==> config.mk <==
export PLATFORM = sky130hd
export DESIGN_NAME = alu_req_arbiter
export DESIGN_NICKNAME = d
export VERILOG_FILES = /design/src/rtl/alu_req_arbiter.sv
export SDC_FILE = /design/constraint.sdc
export NUM_CORES = 1
export LEC_CHECK = 0
export ABC_AREA = 1
export CORE_AREA = 5 5 121 89
export DETAILED_ROUTE_END_ITERATION = 10
export DIE_AREA = 0 0 126 94
export PLACE_DENSITY = 0.8
export SLEW_MARGIN = 20
export SYNTH_ARGS = -nofsm -noshare
export SYNTH_HDL_FRONTEND = slang
export SYNTH_SLANG_ARGS = --single-unit
==> constraint.sdc <==
create_clock -name clk -period 4.8 [get_ports clk]
set_input_delay 1.44 -clock clk [delete_from_list [all_inputs] [get_ports clk]]
set_output_delay 1.44 -clock clk [all_outputs]
set_load 0.005 [all_outputs]
==> src/rtl/alu_req_arbiter.sv <==
// Round-robin arbiter that shares one ALU between NREQ requesters.
// Only one operation is in flight at a time. The ALU clock enable is held
// for the operation's latency, and the result is returned tagged with the
// index of the requester that issued it.
//
// state | meaning
// IDLE  | waiting for a request; grants the round-robin winner
// ISSUE | first ALU cycle; loads the latency counter
// WAIT  | ALU computing; captures the result when cnt reaches 0
// RESP  | response presented until the consumer takes it
module alu_req_arbiter #(
    parameter int DW      = 8,
    parameter int CW      = 4,
    parameter int NREQ    = 4,
    parameter int LAT     = 1,
    parameter int MUL_LAT = 2,
    localparam int IW     = (NREQ > 1) ? $clog2(NREQ) : 1
) (
    input  logic                 clk,
    input  logic                 rst,
    input  logic [NREQ-1:0]      req_valid,
    output logic [NREQ-1:0]      req_ready,
    input  logic [NREQ-1:0]      req_mode,
    input  logic [NREQ*CW-1:0]   req_cmd,
    input  logic [NREQ*2-1:0]    req_inp_valid,
    input  logic [NREQ*DW-1:0]   req_opa,
    input  logic [NREQ*DW-1:0]   req_opb,
    input  logic [NREQ-1:0]      req_cin,
    output logic                 alu_ce,
    output logic                 alu_mode,
    output logic                 alu_cin,
    output logic [CW-1:0]        alu_cmd,
    output logic [1:0]           alu_inp_valid,
    output logic [DW-1:0]        alu_opa,
    output logic [DW-1:0]        alu_opb,
    input  logic [DW:0]          alu_res,
    input  logic                 alu_err,
    input  logic                 alu_oflow,
    input  logic                 alu_cout,
    input  logic                 alu_g,
    input  logic                 alu_l,
    input  logic                 alu_e,
    output logic                 rsp_valid,
    input  logic                 rsp_ready,
    output logic [IW-1:0]        rsp_id,
    output logic [DW:0]          rsp_res,
    output logic [5:0]           rsp_flags,
    output logic                 busy
);

    localparam int MAXL = (MUL_LAT > LAT) ? MUL_LAT : LAT;
    localparam int CNTW = (MAXL > 1) ? $clog2(MAXL) : 1;

    typedef enum logic [1:0] {IDLE, ISSUE, WAIT, RESP} state_t;

    state_t          state, state_nxt;
    logic [IW-1:0]   ptr;
    logic [CNTW-1:0] cnt;
    logic [1:0]      op_inp_valid;
    logic [IW-1:0]   win_id;
    logic            win_found;
    logic [IW-1:0]   idx;
    logic [1:0]      win_inp_valid;
    logic [IW-1:0]   ptr_inc;
    logic            is_mul;

    // Winner search: first set req_valid bit starting at ptr, wrapping at NREQ.
    always_comb begin
        win_id    = '0;
        win_found = 1'b0;
        idx       = '0;
        for (int i = 0; i < NREQ; i++) begin
            idx = IW'((int'(ptr) + i) % NREQ);
            if (!win_found && req_valid[idx]) begin
                win_found = 1'b1;
                win_id    = idx;
            end
        end
    end

    assign win_inp_valid = req_inp_valid[win_id*2 +: 2];
    assign ptr_inc       = (win_id == IW'(NREQ - 1)) ? '0 : win_id + IW'(1);
    // Multiply/divide-class commands only take the long latency in mode 1.
    assign is_mul        = alu_mode && (alu_cmd == CW'(9) || alu_cmd == CW'(10));

    // State register.
    always_ff @(posedge clk or negedge rst) begin
        if (!rst) state <= IDLE;
        else      state <= state_nxt;
    end

    // Next-state decode and handshake/ALU-control outputs.
    always_comb begin
        state_nxt     = state;
        req_ready     = '0;
        alu_ce        = 1'b0;
        alu_inp_valid = 2'b00;
        rsp_valid     = 1'b0;
        busy          = (state != IDLE);
        case (state)
            IDLE: begin
                if (win_found) begin
                    req_ready[win_id] = 1'b1;
                    state_nxt = (win_inp_valid == 2'b00) ? RESP : ISSUE;
                end
            end
            ISSUE: begin
                alu_ce        = 1'b1;
                alu_inp_valid = op_inp_valid;
                state_nxt     = WAIT;
            end
            WAIT: begin
                alu_ce        = 1'b1;
                alu_inp_valid = op_inp_valid;
                if (cnt == '0) state_nxt = RESP;
            end
            RESP: begin
                rsp_valid = 1'b1;
                if (rsp_ready) state_nxt = IDLE;
            end
            default: state_nxt = IDLE;
        endcase
    end

    // Grant capture, latency counter and response capture.
    always_ff @(posedge clk or negedge rst) begin
        if (!rst) begin
            ptr          <= '0;
            cnt          <= '0;
            op_inp_valid <= 2'b00;
            alu_mode     <= 1'b0;
            alu_cin      <= 1'b0;
            alu_cmd      <= '0;
            alu_opa      <= '0;
            alu_opb      <= '0;
            rsp_id       <= '0;
            rsp_res      <= '0;
            rsp_flags    <= '0;
        end else begin
            case (state)
                IDLE: begin
                    if (win_found) begin
                        ptr    <= ptr_inc;
                        rsp_id <= win_id;
                        if (win_inp_valid == 2'b00) begin
                            // No operands: answer with an error and leave the ALU untouched.
                            rsp_res   <= '0;
                            rsp_flags <= 6'b100000;
                        end else begin
                            op_inp_valid <= win_inp_valid;
                            alu_mode     <= req_mode[win_id];
                            alu_cin      <= req_cin[win_id];
                            alu_cmd      <= req_cmd[win_id*CW +: CW];
                            alu_opa      <= req_opa[win_id*DW +: DW];
                            alu_opb      <= req_opb[win_id*DW +: DW];
                        end
                    end
                end
                ISSUE: cnt <= is_mul ? CNTW'(MUL_LAT - 1) : CNTW'(LAT - 1);
                WAIT: begin
                    if (cnt == '0) begin
                        rsp_res   <= alu_res;
                        rsp_flags <= {alu_err, alu_oflow, alu_cout, alu_g, alu_l, alu_e};
                    end else begin
                        cnt <= cnt - CNTW'(1);
                    end
                end
                default: ;
            endcase
        end
    end

endmodule

==> summary.txt <==
Run status
  – Outcome: finished clean

Critical path
  – Worst Setup End Kind: output pin
  – Critical path type: in -> out
  – CP Data Arrival Time: 3.28 ns
  – Critical Path Stages: 14
  – CP Launch Type: input port
  – R2R cell count: 16
  – Reg2reg setup slack: 1.62 ns
  – CP peak stage delay: 0.48 ns
  – Largest delay share family, worst path: buffers and inverters
  – Crit path buf inv count: 6
  – Cell mode on critical path: inv_1
  – Setup crit end: req_ready[3]
  – Crit-path max FO: 6
  – Req. time, crit path: 3.36 ns
  – Crit path max-delay cell type: clkdlybuf4s50_1
  – RR Startpoint: ptr[0]
  – RR Endpoint: alu_opb[1]
  – Crit-path cells: clkdlybuf4s50_1 -> inv_1 -> nand2_2 -> nand3_1 -> nand2_2 -> inv_1 -> nand3_4 -> nand3_2 -> nand2_4 -> inv_4 -> ha_1 -> inv_1 -> nor2_1 -> dlygate4sd2_1
  – CP Launch Point: req_valid[1]

Yosys
  – Post-synthesis average cell area: 7.08 um2
  – Post-synth top cells: nand2_1 (138), nand3_1 (48), dfrtp_1 (46)
  – Post-Syn Nets: 582
  – Most frequent cell after synthesis: nand2_1
  – Seq/Total Area, Yosys: 35.6%
  – Synth unique cells: 32
  – Synth top area share: 35.6%
  – Top post-synthesis cells by area: dfrtp_1 (36%), nand2_1 (16%), nand3_1 (7.4%)
  – Syn Inst Count: approximately 460
  – Cell area after synthesis: approximately 3200 um2
  – Synth Flop Type: dfrtp_1
  – Ys async rst share: 100%
  – Top cell type by total area after synthesis: dfrtp_1
  – Number of synthesized flops with an enable pin: 0
  – Yosys reg bits: 46
  – Yosys warns: 0

Routing
  – Routed via count: 3706
  – Number of DRC markers in iteration 0: around 180
  – WL final: 11.3 mm
  – Drt pass-1 iters: 5
  – Avg WL per Cell: about 15 um
  – Detail Route Antenna Nets: 0
  – Mean number of vias per cell: 4.93
  – DRC: 0

STA
  – Setup violators final: 0
  – Tcrit/Tclk final: about 98%
  – Min Tclk post-route: around 4.7 ns
  – Final WS setup: 0.0807 ns
  – Max-slew violations: 0
  – Fmax: 212 MHz
  – Setup TNS Final: 0 ns
  – Slew headroom: between 50 and 60%
  – Tightest Pin Transition: 0.691 ns
  – Final hold vios: 0
  – Clk_skew: 0.00401 ns

Clock network
  – Hold_buf cts: 0
  – CTS tree: built
  – Num CTS Buffers: 5
  – Clock Sinks: 46
  – CTS clk-pin slew, worst paths: 0.07 ns
  – CTS Buffer Depth: 2
  – Clk root buf: clkbuf_16
  – H-tree lvl count: 2
  – Clk_lat worst skew: 0.28 ns

Min path
  – HP Start: rsp_res[7]
  – HP Class: reg -> reg
  – Worst hold stages: 2

Placement
  – Detailed placer's ending HPWL: 8.81 mm
  – GPL Wtd Cong: ~0.84
  – Dpl ws: -0.159 ns
  – Input/output buffers: 165
  – Cell Area, Placed: 5020 um2

Run
  – Max-Cap Viols: 0

Global route
  – Tot GR Track Use: between 10% and 20%
  – Largest net degree at the start of global routing: 47
  – Vias in the first global route: between 3000 and 4000
  – Grt ovf: 0
  – First-pass GRT wire length: 18.3 mm
  – Antenna violations before repair: 0

Pwr
  – VDD IR max: 398 uV
  – PD cells: 789 nW/um2
  – Total power: 4.14 mW
  – Leak pwr: 2.49 nW

Final layout
  – Nets@finish: 748
  – Filler cells: 857
  – Multi-input logic area: 1850 um2
  – Inserted Diodes: 0
  – Layout cells sized above 1: roughly 14%
  – Core Util, Final: 55.5%
  – Design area: between 5000 and 6000 um2
  – Area delta synth->final: 62.2%
  – Register Area: about 1200 um2

Floorplan
  – Core region area: 9460 um2
  – Die W: between 100 and 150 um
  – Chip height: 94 um
  – Initial Utilization: 34.2%
  – Die ar.: 11800 um2
  – Io pins: 166
  – Row cnt: 30
==> worst min path at each step <==
stage                      endpoint
floorplan           op_inp_valid[0]
global placement         rsp_res[4]
detailed placement       rsp_res[7]
CTS                      rsp_res[7]
global route             alu_opa[2]
finish                   rsp_res[7]
==> kinds of logic (layout without fill, tap and decap cells) <==
family	Yosys count	in the layout	share of synthesized area [%]
compound gates	79	79	14.3
flops	46	46	35.6
buf+inv	63	230	8.89
simple gates	262	262	38.6
fa+ha+maj	7	7	2.71
==> report_power, final <==
part / switching (mW) / internal, mW / total, mW / leakage (nW)
clock network: 0.152 / 0.196 / 0.348 / 0.0704
registers: 0.130 / 0.565 / 0.695 / 0.584
logic: 1.83 / 1.27 / 3.10 / 1.83
total: 2.11 / 2.03 / 4.14 / 2.49
==> cells in the final DEF (no fill, tap or decap), types with 3 or more instances in the layout <==
master             n
clkdlybuf4s50_1  158
nand2_1          129
nand3_1           47
dfrtp_1           46
inv_1             31
nor2_1            28
o21ai_0           28
o21ai_1           23
o211ai_1          22
buf_4             20
or2_2             16
nand2_2           15
nand2_4            8
ha_1               7
inv_2              5
or2_0              5
clkbuf_16          5
nand3_4            3
nand3_2            3
nor2_2             3
dlygate4sd2_1      3
==> worst reg2reg max path, delay by kind of cell (launching register included) <==
family                 cells  cell delay (ns)
flip-flops                 1             0.61
AND/OR/NAND/NOR           13             1.85
buffers and inverters      2             0.48
AO/OA/AOI/OAI              1             0.12
==> what timing repair did <==
action	CTS	global route
setup endpoints to repair	4	4
resized for setup	4	21
endpoints found under the hold margin	0	0
pin swaps	0	8
setup buffers	0	3
==> registers in the layout, summed over array words and instances (netlist names), 2 cells and up <==
name and count:
op_inp_valid 2, ptr 2, state 2, rsp_res 9, rsp_id 2, alu_opb 8, alu_cmd 4, rsp_flags 6
alu_opa 8
==> area by class of cell <==
cell class | instances | area share, %
timing repair buffer | 184 | 34.1
tap | 128 | 3.05
clock inverter | 3 | 0.477
clock buffer | 5 | 2.38
sequential | 46 | 21.9
multi-input combinational | 348 | 35.3
inverter | 38 | 2.81
==> metrics by stage <==
stage	std cells	hold slack (ns)
finish	752	0.471
global route	752	0.507
CTS	749	0.477
detailed placement	741	0.460
global placement	741	0.456
floorplan	457	0.442
==> layer usage <==
layer / share of wire [%] / wire length (um) / vias up / global-route usage (%)
met2: 46 / 5230 / 183 / 31.8
met1: 42 / 4760 / 1695 / 23.3
met3: 10 / 1150 / 14 / 6.70
li1: - / - / 1814 / -
met4: 1.5 / 168 / 0 / 4.73
met5: 0 / 0 / - / 0
Power figures use the tool's default switching activity.
==> variant: new RTL, config.mk and constraints unchanged <==
Make the reset (`rst`) synchronous in 2 clocked blocks.
--- a/src/rtl/alu_req_arbiter.sv
+++ b/src/rtl/alu_req_arbiter.sv
@@ -85,5 +85,5 @@
 
     // State register.
-    always_ff @(posedge clk or negedge rst) begin
+    always_ff @(posedge clk) begin
         if (!rst) state <= IDLE;
         else      state <= state_nxt;
@@ -124,5 +124,5 @@
 
     // Grant capture, latency counter and response capture.
-    always_ff @(posedge clk or negedge rst) begin
+    always_ff @(posedge clk) begin
         if (!rst) begin
             ptr          <= '0;
Formal check against the unedited RTL: differs if rst is asserted again (counterexample within 4 cycles, from zero or initial values and one cycle with rst low); with rst held inactive, the same outputs for 4 cycles.
==> variant against the original RTL <==
- routed wire length decreased by 5.0%
- sequential cell count unchanged
- via count rose by 2.3%
- worst hold slack worse by 7.0 ps
- synthesized cell count up 12%
- final area fell by 5.6%
- total power decreased by 12%
- sequential share of layout area shrank 3.4 points
- die area stayed put
- setup slack better by 70 ps
- area after synthesis fell by 6.6%
- critical endpoint is now req_ready[2]
==> variant: results (changes against the original RTL) <==
| Metric | Value |
|---|---|
| Buffers on Ports | 165 (unchanged) |
| Vias in the first global route | 3639 (-3.6%) |
| Max VDD drop | 0.481 mV (+21%) |
| Worst EP arrival | 3210 ps (-70 ps) |
| CP max stage cell | clkdlybuf4s50_1 |
| Routed wire length | 10700 um (-5.0%) |
| Yosys warning count | 0 (unchanged) |
| Post-synthesis compound-gate area fraction | 18.0% (+3.7 points) |
| Status | finished clean |
| Avg Vias per Cell | 4.76 (-3.4%) |
| Post-synth top cells | nor2_1, nand2_1, o21ai_0 |
| Routability cong. | 0.893 (+6.0%) |
| Worst Skew | 9.84 ps (+5.83 ps) |
| Pin count of the biggest net entering global routing | 41 (-13%) |
| Post-synthesis adder-cell area fraction | 2.90% (+0.19 points) |
| Initial antenna violation count | 0 (unchanged) |
| Leak Pwr | 2.14 nW (-14%) |
| Clk Latency, worst-skew pair | 280 ps (about the same) |
| Xor and xnor area share after synthesis | 0.290% (+0.29 points) |
| Diode count | 0 (unchanged) |
| HP Class | register to register |
| Top flop regs | rsp_res x9, alu_opa x8, alu_opb x8 |
| Final HPWL DP | 8530 um (-3.1%) |
| Clk slew on worst S/H paths | 70 ps (about the same) |
| Inserted Clock Buffers | 5 (unchanged) |
| Worst Path Max Fanout | 3 (-3) |
| R2R Path Start | ptr[0]$_SDFFE_PN0P_ |
| Synthesized Nets | 635 (+9.1%) |
| Seq/Total Area, Yosys | 30.5% (-5.1 points) |
| H-tree levels | 2 (unchanged) |
| Root buffer cell | clkbuf_16 |
| Mux contribution to synthesized area | 0% (unchanged) |
| Worst setup path start | req_valid[3] |
| Sw frac | 51.4% (+0.32 points) |
| Synth Area per Inst | 5.93 um^2 (-16%) |
| DR iter-0 viols | 169 (-7.1%) |
| Post-synth cell types | 24 (-25%) |
| NumNets Final | 793 (+6.0%) |
| Main combinational cell family by area after synthesis | simple AND/OR/NAND/NOR gates |
| Router iterations before antenna repair | 4 (-1) |
| Ratio of cells with drive above 1 in the final layout | 8.37% (-5.9 points) |
| HP Start | op_inp_valid[1]$_SDFFE_PN0P_ |
| Slew Viols, Final | 0 (unchanged) |
| Post-layout instance count excluding filler cells | 797 (+6.0%) |
| Top post-synthesis cells by area | dfxtp_1, nor2_1, nand2_1 |
| CP peak stage delay | 480 ps (about the same) |
| Worst Max-Slew Pin Slew | 778 ps (+87.2 ps) |
| GRT Util Overall | 17.2% (-1.7 points) |
| First-pass GRT wire length | 17100 um (-6.7%) |
| Longest Clk Path Bufs | 2 (unchanged) |
| Ys async rst share | 0% (-100 points) |
==> variant: cell count changes in the layout (fill, tap and decap cells not counted), moves of 8 or more <==
cell	change
dfrtp_1	-46
nor2_1	+106
o211ai_1	-22
o21ai_0	+29
o21ai_1	+15
a21oi_1	+8
or2_2	-16
nand2_1	-39
nand3_1	-16
dfxtp_1	+46
==> variant: kinds of logic (layout without fill, tap and decap cells) <==
logic type / count (synthesis) / in the layout
adders and majority gates: 7 / 7
buffers and inverters: 70 / 229
AOI/OAI and AO/OA: 107 / 107
xor gates and xnor gates: 1 / 1
DFF: 46 / 46
and+or+nand+nor: 279 / 279
==> variant: metrics by stage <==
stage	total power, mW	cell area [um^2]	setup WS [ps]
finish	3.65	4960	150
floorplan	2.46	3020	567
global placement	3.19	4770	-156
detailed placement	3.29	4770	-263
CTS	3.65	4940	72.7
global route	4.07	4960	17.3
==> variant: worst max-delay path, delay by kind of cell <==
family                     cells  cell delay [ps]
and+or+nand+nor                7              710
adders and majority gates      1              160
buffers and inverters          6              910
==> variant: final timing paths <==
path | endpoint | slack (ps) | depth (start not counted)
setup / recovery | req_ready[2] | 150 | 14
hold / removal | op_inp_valid[1]$_SDFFE_PN0P_ | 460 | 2
setup reg to reg | alu_opa[4]$_SDFFE_PN0P_ | 1760 | 16
hold reg to reg | op_inp_valid[1]$_SDFFE_PN0P_ | 460 | 2
==> variant: routing by layer <==
| metal | vias up | track usage (%) | wire length, um |
|---|---|---|---|
| li1 | 1935 | - | - |
| met5 | - | 0 | 0 |
| met4 | 0 | 2.50 | 88 |
| met2 | 143 | 30.4 | 5080 |
| met3 | 10 | 4.55 | 819 |
| met1 | 1705 | 21.7 | 4760 |
==> variant: timing repair <==
item,in CTS,in global routing
endpoints found under the setup margin,4,4
hold buffers,0,0
pin swaps,0,3
buffers inserted,1,2
resized for setup,8,13
gates cloned,0,0
==> variant: final cells by class <==
class / count / area [um^2]
fill: 939 / 4500
multi-input combinational: 394 / 1830
timing repair buffer: 180 / 1740
sequential: 46 / 921
tap: 128 / 160
inverter: 41 / 156
clock buffer: 5 / 125
clock inverter: 3 / 23.8
==> variant: power by group through the flow <==
stage          Sequential [mW]  Clock (mW)  Combinational, mW
4_1_cts                  0.616       0.354               2.68
6_report                 0.616       0.344               2.69
5_1_grt                  0.635       0.373               3.06
2_1_floorplan            0.612           0               1.85
3_5_place_dp             0.622           0               2.67
3_3_place_gp             0.615           0               2.57
